<file path="src/rtl/spi_shift_register.sv">
// Purpose: SPI frame shift register with parallel load, serial in/out and frame-complete pulse.
// Latency: one shift per ce-qualified edge; pdata_out/done update on the edge completing WIDTH shifts.
// Backpressure: none; ce qualifies each shift and the block never stalls its source.
module spi_shift_register #(
  parameter int WIDTH     = 8,
  parameter bit LSB_FIRST = 1'b0
) (
  input  logic                     clk,
  input  logic                     rst,
  input  logic                     ce,
  input  logic                     load,
  input  logic [WIDTH-1:0]         pdata_in,
  input  logic                     sin,
  output logic                     sout,
  output logic [WIDTH-1:0]         pdata_out,
  output logic [$clog2(WIDTH)-1:0] bit_cnt,
  output logic                     busy,
  output logic                     done
);

  localparam int             CW   = $clog2(WIDTH);
  localparam logic [CW-1:0]  LAST = CW'(WIDTH - 1);

  // A one-bit frame has no meaningful shift direction; refuse to elaborate it.
  generate
    if (WIDTH < 2) begin : g_bad_width
      $error("spi_shift_register: WIDTH must be at least 2");
    end
  endgenerate

  logic [WIDTH-1:0] shreg;
  logic [WIDTH-1:0] shifted;
  logic             shift_en;
  logic             last_shift;

  // Next shift-register value for a shift, direction fixed at elaboration.
  generate
    if (LSB_FIRST) begin : g_lsb
      always_comb shifted = {sin, shreg[WIDTH-1:1]};
      assign sout = shreg[0];
    end else begin : g_msb
      always_comb shifted = {shreg[WIDTH-2:0], sin};
      assign sout = shreg[WIDTH-1];
    end
  endgenerate

  // load outranks ce, so a coincident load swallows the shift (and any completion).
  assign shift_en   = ce && !load;
  // Idle has bit_cnt == 0, so this only fires on the final shift of a live frame.
  assign last_shift = (bit_cnt == LAST);

  // Data path: parallel load or serial shift; otherwise hold.
  always_ff @(posedge clk or posedge rst) begin
    if (rst) begin
      shreg <= '0;
    end else if (load) begin
      shreg <= pdata_in;
    end else if (ce) begin
      shreg <= shifted;
    end
  end

  // Frame control: counting, busy tracking, capture of the received word and done pulse.
  always_ff @(posedge clk or posedge rst) begin
    if (rst) begin
      bit_cnt   <= '0;
      busy      <= 1'b0;
      done      <= 1'b0;
      pdata_out <= '0;
    end else if (load) begin
      // Frame start; also aborts a frame in flight without reporting it.
      bit_cnt <= '0;
      busy    <= 1'b1;
      done    <= 1'b0;
    end else if (shift_en) begin
      if (last_shift) begin
        bit_cnt   <= '0;
        busy      <= 1'b0;
        done      <= 1'b1;
        pdata_out <= shifted;
      end else if (!busy) begin
        // Receive-only frame started by the first strobe, no load needed.
        bit_cnt <= CW'(1);
        busy    <= 1'b1;
        done    <= 1'b0;
      end else begin
        bit_cnt <= bit_cnt + CW'(1);
        done    <= 1'b0;
      end
    end else begin
      done <= 1'b0;
    end
  end

endmodule

</file>
<file path="config.mk">
export PLATFORM = sky130hd
export DESIGN_NAME = spi_shift_register
export DESIGN_NICKNAME = d
export VERILOG_FILES = /design/src/rtl/spi_shift_register.sv
export SDC_FILE = /design/constraint.sdc
export NUM_CORES = 1
export LEC_CHECK = 0
export ABC_AREA = 0
export BUFFER_PORTS_ARGS = -buffer_cell sky130_fd_sc_hd__buf_2
export CORE_UTILIZATION = 44
export CTS_CLUSTER_SIZE = 10
export DETAILED_ROUTE_END_ITERATION = 16
export PLACE_DENSITY = 0.84
export SYNTH_ARGS = -nofsm -noshare
export SYNTH_HDL_FRONTEND = slang
export SYNTH_SLANG_ARGS = --single-unit
export TNS_END_PERCENT = 20
</file>
<file path="constraint.sdc">
create_clock -name clk -period 1.4 [get_ports clk]
set_input_delay 0.14 -clock clk [delete_from_list [all_inputs] [get_ports clk]]
set_output_delay 0.14 -clock clk [all_outputs]
set_load 0.005 [all_outputs]
</file>
==> reports/summary.log, run 1 <==
[logic_synthesis] mux contribution to synthesized area 19.3%
[die] top-level I/O count 27
[detailed_routing] count of nets left with antenna violations after detail routing 0
[logic_synthesis] number of nets in the synthesized netlist 92
[clock_network] maximum level of the CTS H-tree 1
[placed_design] post-DP HPWL 1240 um
[timing] final max-slew violation count 0
[placed_design] instance area after placement 1100 um^2
[logic_synthesis] adder-cell area share of the yosys netlist 4.02%
[detailed_routing] starting DRC count in detailed routing 3
[min_path] beginning of the worst hold path pdata_in[4]
[timing] setup repair after global routing missed its margin true
[clock_network] Root Buffer clkbuf_4
[status] run status finished, final reports clean
[logic_synthesis] warnings from Yosys 0
[critical_path] CP Class reg2reg
[detailed_routing] Detailed Route WL 1770 um
[cells_and_area] area overhead of the layout relative to synthesis 26.4%
[cells_and_area] share of post-route cells with drive strength above 1 43.6%
[die] DIE AREA 2310 um^2
[global_route] maximum number of pins on one net before global-route repair 22
[critical_path] reg-to-reg slack, setup 0.02 ns
[min_path] worst min path class in2reg
[critical_path] Reg2Reg Capture Point pdata_out[7]$_DFFE_PP0P_
[timing] final worst path period need 1.38 ns
[die] initial core utilization 47.2%
[logic_synthesis] area share of xor/xnor cells in the synthesized design 0%
[cells_and_area] post-route cell area 1180 um^2
[global_route] total congestion overflow 0
[cells_and_area] leading cell type in the layout, fill and taps excluded buf_2
[placed_design] Buffers on Ports 26
[placed_design] cell total after placement 129
[detailed_routing] via density per instance 4.82
[clock_network] number of buffers added by the clock tree synthesis step 3
[critical_path] arrival time worst endpoint 1.57 ns
[timing] Hold Fails Final Rpt 0
[logic_synthesis] most area-consuming cells after synthesis dfrtp_1 (56%), mux2i_1 (9.6%), mux2_2 (9.6%)
[cells_and_area] Non-Filler Instances 137
[logic_synthesis] top-area cell type share of the netlist area 56.2%
[clock_network] number of clock sinks 21
[critical_path] library cell contributing the largest single delay on the critical path dfrtp_1
[min_path] hold-critical path depth 3
[timing] Period Utilization, post-route 98.9%
[clock_network] Skew-Pair Late Insertion Delay 0.30 ns
[job] max-cap violations 0
[min_path] hold path endpoint shreg[4]$_DFFE_PP0P_
[cells_and_area] total inserted antenna cells 0
[timing] final setup skew 0.0150 ns
[logic_synthesis] post-synthesis compound-gate area fraction 6.43%
[critical_path] required time reported for the critical path endpoint 1.58 ns
[logic_synthesis] post-synthesis sequential area ratio 56.2%
[global_route] global-route usage over all layers 16.1%
[logic_synthesis] netlist area before placement 935 um^2
[logic_synthesis] cell type with the highest aggregate area in the netlist dfrtp_1
[timing] # setup viols final 0
[placed_design] global placement routability congestion 0.715
[timing] Worst-Margin Slew 0.261 ns
[critical_path] delay of the slowest cell on the worst path 0.41 ns
[global_route] number of antenna violations at the first check in global routing 0
[logic_synthesis] simple logic cell fraction of the synthesized area 10.8%
[critical_path] cells along the critical path ha_2 > ha_4 > nand3b_4 > mux2_2
[die] Die X-Extent 48.1 um
[critical_path] endpoint class of the critical path flop
[logic_synthesis] combinational family with the most area after synthesis multiplexers
[clock_network] Longest Clk Path Bufs 2
[logic_synthesis] per-instance average area after synthesis 12.3 um^2
[pwr] Pwr Density 907 nW/um^2
[global_route] vias in the first global route 619
[clock_network] Worst-path clk slew 0.12 ns
[pwr] IR drop worst, VDD 643 uV
[detailed_routing] Avg WL per Cell 12.9 um
[die] height of the die 48.1 um
[die] core footprint 1980 um^2
[logic_synthesis] Post-Syn Instances 76
[logic_synthesis] synthesized flop and latch total 21
[critical_path] number of cells traversed by the worst register-to-register path 4
[critical_path] CP startpoint kind flop
[timing] Fmax 722 MHz
[cells_and_area] final-stage net count 127
[global_route] wire length of the first global-routing pass 2530 um
[timing] headroom to the max-slew limit 82.6%
[detailed_routing] overall via count from detail_route 661
[logic_synthesis] post-synth cell types 17
[detailed_routing] DR DRC count 0
[die] cell row count 16
[detailed_routing] Initial DRT Pass Iterations 4
[clock_network] clock tree from TritonCTS built
[cells_and_area] commonest cells after routing, fill and taps aside buf_2 (26), dfrtp_1 (21), nand2_1 (9), o21ai_0 (9), mux2i_1 (9)
[critical_path] top fanout value on the critical path 8
[pwr] Static Leak 0.657 nW
[critical_path] source of the worst register-to-register timing path bit_cnt[1]$_DFFE_PP0P_
[power by group]
| part | switching (W) | internal [W] |
|---|---|---|
| clock | 0.000178 | 0.000106 |
| combinational | 0.0000624 | 0.0000679 |
| sequential | 0.0000217 | 0.000636 |
[per-stage QoR]
step | hold WS [ns] | total power [W] | TNS, ns | setup WS, ns | util (%)
after CTS | 0.0298 | 0.00108 | 0 | 0.0226 | 59.0
after global routing | 0.0280 | 0.00113 | -0.0966 | -0.0188 | 59.6
after detailed placement | 0.185 | 0.000788 | -0.180 | -0.0290 | 55.7
after global placement | 0.174 | 0.000783 | 0 | 0.0155 | 55.7
final | 0.0347 | 0.00107 | 0 | 0.0159 | 59.6
after floorplan | 0.117 | 0.000739 | 0 | 0.0158 | -
[flip-flops by register name, indices dropped and copies added (netlist names)]
name / flops
bit_cnt: 3
busy: 1
done: 1
shreg: 8
pdata_out: 8
[per-layer routing]
metal / vias up / part of all wire [%] / global-route usage, % / wire length, um
met4: 0 / 0.51 / 5.00 / 9
li1: 328 / - / - / -
met5: - / 0 / 0 / 0
met3: 2 / 5.4 / 4.44 / 95
met1: 314 / 42 / 20.8 / 750
met2: 17 / 52 / 26.5 / 910
[worst max-delay path, delay by kind of cell (launching register included)]
kind / cells / cell delay (ns)
multiplexers: 1 / 0.35
adder cells (fa/ha/maj): 2 / 0.38
flip-flops: 1 / 0.41
AND/OR/NAND/NOR: 1 / 0.14
[layout make-up]
cell class | count | area, um^2
Inverter | 1 | 3.75
Fill cell | 177 | 801
Clock inverter | 1 | 5.00
Sequential cell | 21 | 526
Timing Repair Buffer | 34 | 193
Tap cell | 27 | 33.8
Clock buffer | 3 | 22.5
Multi-Input combinational cell | 50 | 398
[synthesized netlist by cell type]
cell      count
a21oi_1       3
nor2b_1       1
nand3_1       2
nor2_1        1
nand2b_1      3
clkbuf_1      2
o21ai_0       9
nand3b_4      1
inv_1         1
nand2_1       9
mux2_2        8
buf_6         1
dfrtp_1      21
and3b_1       1
buf_4         1
ha_1          3
mux2i_1       9
[worst max-delay path by stage]
stage,startpoint,to,slack (ns),cells past startpoint
floorplan,bit_cnt[0]$_DFFE_PP0P_,pdata_out[0]$_DFFE_PP0P_,0.02,4
global placement,bit_cnt[0]$_DFFE_PP0P_,pdata_out[7]$_DFFE_PP0P_,0.02,4
detailed placement,bit_cnt[0]$_DFFE_PP0P_,pdata_out[4]$_DFFE_PP0P_,-0.03,4
CTS,bit_cnt[0]$_DFFE_PP0P_,pdata_out[6]$_DFFE_PP0P_,0.02,4
global route,bit_cnt[1]$_DFFE_PP0P_,pdata_out[0]$_DFFE_PP0P_,-0.02,4
finish,bit_cnt[1]$_DFFE_PP0P_,pdata_out[7]$_DFFE_PP0P_,0.02,4
[repair_timing]
action	4_1_cts	5_1_grt
endpoints found under the setup margin	8	7
pin swaps	0	1
buffers inserted	2	1
resized for setup	2	1
hold buffers	1	0
endpoints found under the hold margin	21	0
[logic make-up after synthesis]
logic type / count (synthesis)
mux: 17
simple gates: 18
fa+ha+maj: 3
buf+inv: 5
flops: 21
compound gates: 12
Power figures use the tool's default switching activity.
==> run 2: changes to the inputs <==
--- a/config.mk
+++ b/config.mk
@@ -7,10 +7,12 @@
 export LEC_CHECK = 0
 export ABC_AREA = 0
 export BUFFER_PORTS_ARGS = -buffer_cell sky130_fd_sc_hd__buf_2
-export CORE_UTILIZATION = 44
+export CORE_UTILIZATION = 50
+export CTS_BUF_LIST = sky130_fd_sc_hd__clkbuf_8
 export CTS_CLUSTER_SIZE = 10
 export DETAILED_ROUTE_END_ITERATION = 16
-export PLACE_DENSITY = 0.84
+export PLACE_DENSITY = 0.89
+export REMOVE_ABC_BUFFERS = 1
 export SYNTH_ARGS = -nofsm -noshare
 export SYNTH_HDL_FRONTEND = slang
 export SYNTH_SLANG_ARGS = --single-unit
==> constraint.sdc (replaced) <==
create_clock -name clk -period 1.65 [get_ports clk]
set_input_delay 0.165 -clock clk [delete_from_list [all_inputs] [get_ports clk]]
set_output_delay 0.165 -clock clk [all_outputs]
set_load 0.005 [all_outputs]
==> reports/summary.log, run 2 (same netlist as run 1, synthesis figures left out) <==
[status] run status finished, final reports clean
[timing] # setup viols final 0 [unchanged]
[clock_network] number of clock sinks 21 [unchanged]
[clock_network] Root Buffer clkbuf_8
[placed_design] post-DP HPWL 1140 um [-7.5%]
[global_route] number of antenna violations at the first check in global routing 0 [unchanged]
[critical_path] CP Class reg2reg
[cells_and_area] share of post-route cells with drive strength above 1 37.5% [-6.1 points]
[timing] final max-slew violation count 0 [unchanged]
[critical_path] Reg2Reg Capture Point pdata_out[3]$_DFFE_PP0P_
[clock_network] Skew-Pair Late Insertion Delay 0.25 ns [-0.05 ns]
[die] height of the die 45.2 um [-5.9%]
[cells_and_area] leading cell type in the layout, fill and taps excluded buf_2
[critical_path] capture point of the worst path pdata_out[3]$_DFFE_PP0P_
[cells_and_area] post-route cell area 1130 um^2 [-4.1%]
[timing] Fmax 664 MHz [-8.1%]
[global_route] vias in the first global route 620 [+0.16%]
[pwr] relative contribution of combinational cells to total power 9.6% [-2.6 points]
[pwr] switching power 0.000219 W [-16%]
[cells_and_area] total inserted antenna cells 0 [unchanged]
[critical_path] most prevalent standard cell on the critical path ha_1
[die] DIE AREA 2050 um^2 [-12%]
[detailed_routing] via density per instance 4.93 [+2.2%]
[global_route] wire length of the first global-routing pass 2550 um [+0.83%]
[clock_network] maximum level of the CTS H-tree 1 [unchanged]
[detailed_routing] Initial DRT Pass Iterations 2 [-2]
[job] max-cap violations 0 [unchanged]
[timing] Post-Route Hold Slack 0.112 ns [+0.0774 ns]
[pwr] switch share 22.6% [-1.8 points]
[detailed_routing] overall via count from detail_route 636 [-3.8%]
[timing] headroom to the max-slew limit 72.2% [-10 points]
[clock_network] post-cts gate resize count 0 [-2]
[critical_path] top fanout value on the critical path 8 [unchanged]
[critical_path] worst setup path startpoint bit_cnt[0]$_DFFE_PP0P_
[critical_path] library cell contributing the largest single delay on the critical path dfrtp_1
[pwr] sequential power share 57.7% [-3.7 points]
[critical_path] cells along the critical path ha_1 > ha_1 > nand3b_4 > mux2_2
[pwr] Pwr Density 855 nW/um^2 [-5.7%]
[die] top-level I/O count 27 [unchanged]
[pwr] clock power share 32.7% [+6.2 points]
[die] cell row count 15 [-1]
[global_route] total congestion overflow 0 [unchanged]
[critical_path] CP startpoint kind flop
[critical_path] delay of the slowest cell on the worst path 0.42 ns [about the same]
[timing] min setup slack post-route 0.143 ns [+0.127 ns]
[pwr] total power after layout 0.000969 W [-9.6%]
[die] Die X-Extent 45.2 um [-5.9%]
[timing] final-layout setup total negative slack 0 ns [unchanged]
[global_route] global-route usage over all layers 17.9% [+1.7 points]
[clock_network] clock tree from TritonCTS built
[cells_and_area] registers with the highest flip-flop counts pdata_out: 8 flops, shreg: 8 flops, bit_cnt: 3 flops
[detailed_routing] Detailed Route WL 1610 um [-9.1%]
[die] core footprint 1750 um^2 [-12%]
[placed_design] worst slack at placement 0.149 ns [+0.178 ns]
[critical_path] endpoint class of the critical path flop
[die] initial core utilization 53.5% [+6.4 points]
[placed_design] Buffers on Ports 26 [unchanged]
[cells_and_area] commonest cells after routing, fill and taps aside buf_2 (26), dfrtp_1 (21), nand2_1 (9), o21ai_0 (9), mux2i_1 (9)
[clock_network] Worst-path clk slew 0.07 ns [-0.05 ns]
[critical_path] number of cells traversed by the worst register-to-register path 4 [unchanged]
[placed_design] instance area after placement 1080 um^2 [-2.5%]
[timing] Hold Fails Final Rpt 0 [unchanged]
[timing] Period Utilization, post-route 91.3% [-7.5 points]
[pwr] IR drop worst, VDD 652 uV [+1.4%]
[critical_path] required time reported for the critical path endpoint 1.79 ns [+0.21 ns]
[critical_path] arrival time worst endpoint 1.65 ns [+0.08 ns]
[clock_network] Longest Clk Path Bufs 2 [unchanged]
[timing] setup repair after global routing missed its margin false
[timing] final setup skew 0.000775 ns [-0.0142 ns]
[timing] Worst-Margin Slew 0.417 ns [+0.156 ns]
[detailed_routing] DR DRC count 0 [unchanged]
[min_path] worst min path class in2reg
[pwr] internal portion of total power 0.000750 W [-7.4%]
[clock_network] number of buffers added by the clock tree synthesis step 3 [unchanged]
[placed_design] global placement routability congestion 0.773 [+8.2%]
[detailed_routing] count of nets left with antenna violations after detail routing 0 [unchanged]
[global_route] maximum number of pins on one net before global-route repair 23 [+4.5%]
[detailed_routing] Avg WL per Cell 12.4 um [-3.4%]
[detailed_routing] starting DRC count in detailed routing 2 [-1]
[critical_path] source of the worst register-to-register timing path bit_cnt[0]$_DFFE_PP0P_
[cells_and_area] area overhead of the layout relative to synthesis 21.2%
[timing] final worst path period need 1.51 ns [+0.123 ns]
[pwr] Static Leak 0.638 nW [-3.0%]
[cells_and_area] final-stage net count 121 [-4.7%]
[critical_path] reg-to-reg slack, setup 0.14 ns [+0.13 ns]
-- run 2: cell types whose count changed in the layout (fill, tap and decap cells not counted), sizes merged --
cell    previous run  this run
buf               33        27
inv                1         2
clkinv             1         0
-- run 2: layer usage --
layer	wire length (um)	global-route usage, %	vias to the layer above
li1	-	-	318
met1	727	21.3	299
met2	817	30.4	19
met3	61	3.60	0
met4	0	9.09	0
met5	0	0	-
-- run 2: layout make-up --
| cell class | count | area [um^2] |
|---|---|---|
| clock buffers | 3 | 41.3 |
| inverters | 1 | 3.75 |
| multi-input cells | 50 | 379 |
| well taps | 25 | 31.3 |
| fillers | 151 | 613 |
| repair buffers | 28 | 148 |
| clock inverters | 1 | 3.75 |
| flip-flops and latches | 21 | 526 |
-- run 2: worst max-delay path: cells and delay by family, from the launching register on --
family / cells / cell delay [ns]
flops: 1 / 0.42
mux: 1 / 0.35
simple gates: 1 / 0.15
fa+ha+maj: 2 / 0.47
-- run 2: timing repair --
item	CTS	global route
hold endpoints to repair	21	0
hold buffers	1	0
buffers inserted	0	0
-- run 2: stage by stage --
stage                     cells  util [%]
after detailed placement    124      61.7
after floorplan              72         -
after global placement      124      61.7
final                       129      64.9
after CTS                   129      64.9
after global routing        129      64.9
-- run 2: worst min path at each step --
stage,from,endpoint,slack [ns],depth (start not counted)
final,pdata_in[1],shreg[1]$_DFFE_PP0P_,0.11,3
after global routing,pdata_in[5],shreg[5]$_DFFE_PP0P_,0.12,3
after CTS,pdata_in[1],shreg[1]$_DFFE_PP0P_,0.11,3
after detailed placement,rst,pdata_out[2]$_DFFE_PP0P_,0.20,3
after global placement,rst,shreg[2]$_DFFE_PP0P_,0.20,3
after floorplan,rst,bit_cnt[0]$_DFFE_PP0P_,0.14,1
-- run 2: power groups by stage --
stage / sequential (W) / clock, W / combinational (W)
floorplan: 0.000564 / 0 / 0.0000470
detailed placement: 0.000569 / 0 / 0.0000930
global placement: 0.000567 / 0 / 0.0000901
finish: 0.000558 / 0.000317 / 0.0000934
global route: 0.000561 / 0.000344 / 0.000107
CTS: 0.000559 / 0.000325 / 0.0000952
